===== src/rtl/gdma_rst_seq.sv =====
// GDMA-domain reset sequencer: merges host/sw/watchdog reset requests, drains the DMA
// engine, pulses the datapath reset, then holds the engine stopped for a release gap.
module gdma_rst_seq #(
    parameter int RST_LEN  = 9,
    parameter int DRAIN_TO = 255,
    parameter int GAP      = 4
) (
    input  logic       gdma_clk,
    input  logic       gdma_rst_n,
    input  logic       host_rst_flag,
    input  logic       sw_rst_req,
    input  logic       wdt_rst_req,
    input  logic       dma_idle,
    output logic       dma_stop,
    output logic       h2gdma_rst,
    output logic       rst_busy,
    output logic       rst_done,
    output logic [2:0] rst_cause,
    output logic       rst_to
);
    typedef enum logic [1:0] {S_IDLE, S_DRAIN, S_ASSERT, S_GAP} state_e;

    localparam logic [7:0] DRAIN_LAST = 8'(DRAIN_TO - 1);
    localparam logic [7:0] RST_LAST   = 8'(RST_LEN - 1);
    localparam logic [7:0] GAP_LAST   = 8'(GAP - 1);

    state_e     state_q, state_d;
    logic [7:0] cnt_q, cnt_d;
    logic [2:0] pend_q, pend_d;
    logic [2:0] cause_q, cause_d;
    logic       to_q, to_d;
    logic       done_q, done_d;
    logic       s0_q, s1_q;
    logic [2:0] req;

    // Host flag is asynchronous; a rising edge seen after the first stage is a request.
    always_ff @(posedge gdma_clk or negedge gdma_rst_n) begin
        if (!gdma_rst_n) begin
            s0_q <= 1'b0;
            s1_q <= 1'b0;
        end else begin
            s0_q <= host_rst_flag;
            s1_q <= s0_q;
        end
    end

    assign req = {wdt_rst_req, sw_rst_req, s0_q & ~s1_q};

    always_ff @(posedge gdma_clk or negedge gdma_rst_n) begin
        if (!gdma_rst_n) begin
            state_q <= S_IDLE;
            cnt_q   <= '0;
            pend_q  <= '0;
            cause_q <= '0;
            to_q    <= 1'b0;
            done_q  <= 1'b0;
        end else begin
            state_q <= state_d;
            cnt_q   <= cnt_d;
            pend_q  <= pend_d;
            cause_q <= cause_d;
            to_q    <= to_d;
            done_q  <= done_d;
        end
    end

    always_comb begin
        state_d = state_q;
        pend_d  = pend_q;
        cause_d = cause_q;
        to_d    = to_q;
        done_d  = 1'b0;
        case (state_q)
            S_IDLE: begin
                if (pend_q != 3'b000) begin
                    state_d = S_DRAIN;
                    cause_d = pend_q | req;
                    pend_d  = 3'b000;
                    to_d    = 1'b0;
                end else begin
                    pend_d = pend_q | req;
                end
            end
            S_DRAIN: begin
                // Requests before the datapath reset is applied are covered by this sequence.
                cause_d = cause_q | req;
                if (dma_idle) begin
                    state_d = S_ASSERT;
                end else if (cnt_q == DRAIN_LAST) begin
                    state_d = S_ASSERT;
                    to_d    = 1'b1;
                end
            end
            S_ASSERT: begin
                pend_d = pend_q | req;
                if (cnt_q == RST_LAST) state_d = S_GAP;
            end
            S_GAP: begin
                pend_d = pend_q | req;
                if (cnt_q == GAP_LAST) begin
                    state_d = S_IDLE;
                    done_d  = 1'b1;
                end
            end
            default: state_d = S_IDLE;
        endcase
        cnt_d = (state_d != state_q) ? 8'd0 : cnt_q + 8'd1;
    end

    assign dma_stop   = (state_q != S_IDLE);
    assign h2gdma_rst = (state_q == S_ASSERT);
    assign rst_busy   = (state_q != S_IDLE);
    assign rst_done   = done_q;
    assign rst_cause  = cause_q;
    assign rst_to     = to_q;
endmodule


===== config.mk =====
export PLATFORM = sky130hd
export DESIGN_NAME = gdma_rst_seq
export DESIGN_NICKNAME = d
export VERILOG_FILES = /design/src/rtl/gdma_rst_seq.sv
export SDC_FILE = /design/constraint.sdc
export NUM_CORES = 1
export LEC_CHECK = 0
export ABC_AREA = 1
export CAP_MARGIN = 20
export CORE_UTILIZATION = 47
export CTS_CLUSTER_DIAMETER = 60
export CTS_CLUSTER_SIZE = 16
export DETAILED_ROUTE_END_ITERATION = 8
export PLACE_DENSITY_LB_ADDON = 0.08
export SETUP_SLACK_MARGIN = 0.05
export SYNTH_ARGS = -nofsm -noshare
export SYNTH_HDL_FRONTEND = slang
export SYNTH_SLANG_ARGS = --single-unit
export TNS_END_PERCENT = 1

===== constraint.sdc =====
create_clock -name gdma_clk -period 4.4 [get_ports gdma_clk]
set_clock_uncertainty 0.15 [all_clocks]
set_input_delay 0.66 -clock gdma_clk [delete_from_list [all_inputs] [get_ports gdma_clk]]
set_output_delay 0.66 -clock gdma_clk [all_outputs]
set_load 0.05 [all_outputs]

==> flow_metrics.tcl <==
set metrics [dict create \
    nets 143 \
    cp_max_fo 3 \
    pin_count 14 \
    worstSetupStartpointType "flop" \
    tritoncts "built" \
    finalSetupViolations 0 \
    worst_pin_slew_ns 0.8701 \
    synth_top_area_cell "dfrtp_1" \
    fmax_mhz 387.2 \
    fin_util_pct 60.52 \
    place_ws_ns 2.150 \
    peakVddDrop_v 0.0003286 \
    crit_path_end_kind "output port" \
    p_leak_nw 0.5767 \
    period_minus_slack_ns 2.583 \
    floorplan.die_area_mm2 0.002268 \
    cts_root_buf "clkbuf_4" \
    wl_um 1774 \
    cts.clk_slew.worst_paths_ns 0.12 \
    instances_no_fill 160 \
    power_mw 0.8402 \
    cts_resized 0 \
    synth_seq_cells 20 \
    hpwlAfterDp_um 1334 \
    syn_avg_cell_area_um2 8.363 \
    critical_path_class "reg2out" \
    fin_ws_ns 1.817 \
    maxSlewViolCount 0 \
    yosysWarnings 0 \
    hold_violations 0 \
    design_area_mm2 0.001187 \
    io_buffers 13 \
    antennaDiodeCount 0 \
    drtAntennaViolNets 0 \
    clock_sinks 20 \
    cts_hold_buf 0 \
    synth_cells 117 \
    core_area_mm2 0.001962 \
    yosysUniqueCellTypes 19 \
    grt_pass1_vias 704 \
    clock_latency_ns 0.30 \
    post_cts_buffers 0 \
    antenna_found_initial 0 \
    htree_levels 1 \
    critPathRequiredTime_ns 3.59 \
    overflow 0 \
    syn_nets 126 \
    drive_gt1_share_pct 6.767 \
    synth_seq_area_share_pct 51.15 \
    power_density_mw_per_mm2 707.6 \
    synth_top_area_share_pct 51.15 \
    rsz0062_at_grt "false" \
    track_usage_pct 19.38 \
    place_congestion 0.7976 \
    cts_made_buffers 3 \
    die_y_um 47.63 \
    hold_path_class "reg2reg" \
    synth.area.top_cells "dfrtp_1, nor2_1, inv_1" \
    placed_cell_area_mm2 0.001135 \
    cp.arrival_ns 1.77 \
    grt_pass1_wl_um 2973 \
    drcViolationCount 0 \
    die_x_um 47.63 \
    drv_cap 0 \
    syn_to_final_growth_pct 21.36 \
    drt_iter0_markers 11 \
    rows 16 \
    clockBufferDepth 2 \
    period_share_pct 58.70 \
    fin_hold_ws_ns 0.2393 \
    relSlewSlack_pct 41.81 \
    vias_per_cell 4.656 \
    place_inst 156 \
    synth_area_um2 978.4 \
    grt_start_max_net_pins 21 \
    finalSetupTns_ns 0 \
    initial_core_util_pct 49.87 \
    drt_first_pass_iters 4 \
    wl_per_cell_um 11.09 \
    outcome "complete, no violations" \
    dr_total_vias 745 \
    fill_cells 183 \
]
final cells by class:
class | count | area, um2 | share of cell area (%)
flip-flops and latches | 20 | 500.5 | 42.15
inverters | 18 | 67.56 | 5.690
clock buffers | 3 | 22.52 | 1.897
clock inverters | 1 | 30.03 | 2.529
repair buffers | 13 | 130.1 | 10.96
multi-input cells | 78 | 402.9 | 33.93
well taps | 27 | 33.78 | 2.845
flip-flops by register name, indices dropped and copies added, names as in the netlist:
register   cells
cnt_q          8
state_q        2
rst_done       1
s1_q           1
pend_q         3
s0_q           1
rst_to         1
rst_cause      3
where the power goes:
part           switching (mW)  total, mW  internal [mW]
clock network          0.0574      0.149         0.0920
registers              0.0428      0.281          0.238
logic                   0.274      0.410          0.136
total                   0.374      0.840          0.466
layout by cell type (no fill, tap or decap):
master,n
nand2_4,1
a21oi_1,6
dfrtp_1,20
nand4_1,3
nand3_2,1
nor3_1,1
nand3_1,3
xnor2_1,1
o21ai_0,4
clkbuf_4,3
a31oi_1,1
nand2_2,1
xor2_1,5
nor2_2,2
inv_1,18
nand2_1,18
ha_1,3
a22o_1,1
nor2_1,27
bufinv_16,1
clkdlybuf4s50_1,13
metal layers:
layer / track usage [%] / wire, um / vias up
li1: - / - / 392
met1: 25.36 / 873 / 337
met2: 30.14 / 818 / 14
met3: 5.283 / 67 / 2
met4: 8.889 / 15 / 0
met5: 0 / 0 / -
Yosys cell counts, drive strengths merged:
master,n
buf,1
a21oi,6
nor2,29
ha,3
nand4,3
inv,18
a31oi,1
nor3,1
xnor2,1
o21ai,4
dfrtp,20
xor2,5
nand2,20
a22o,1
nand3,4
final timing paths:
kind | slack (ns) | startpoint | cells past startpoint | to
max | 1.82 | state_q[1] | 3 | h2gdma_rst
min | 0.24 | s0_q | 0 | s1_q
max reg2reg | 2.76 | cnt_q[0] | 11 | cnt_q[5]
min reg2reg | 0.24 | s0_q | 0 | s1_q
max in group asynchronous | 2.87 | gdma_rst_n | 1 | state_q[1]
min in group asynchronous | 0.69 | gdma_rst_n | 1 | rst_cause[2]
critical path: stages (launching register included):
cell             delay [ns]
dfrtp_1                0.38
inv_1                  0.08
nor2_1                 0.18
clkdlybuf4s50_1        0.84
logic make-up after synthesis:
family	count (synthesis)	share of synthesized area (%)
fa+ha+maj	3	3.837
simple gates	57	25.32
buf+inv	19	7.672
compound gates	12	6.650
flops	20	51.15
xor+xnor	6	5.371
No activity file was read; power rests on OpenSTA's default activity.
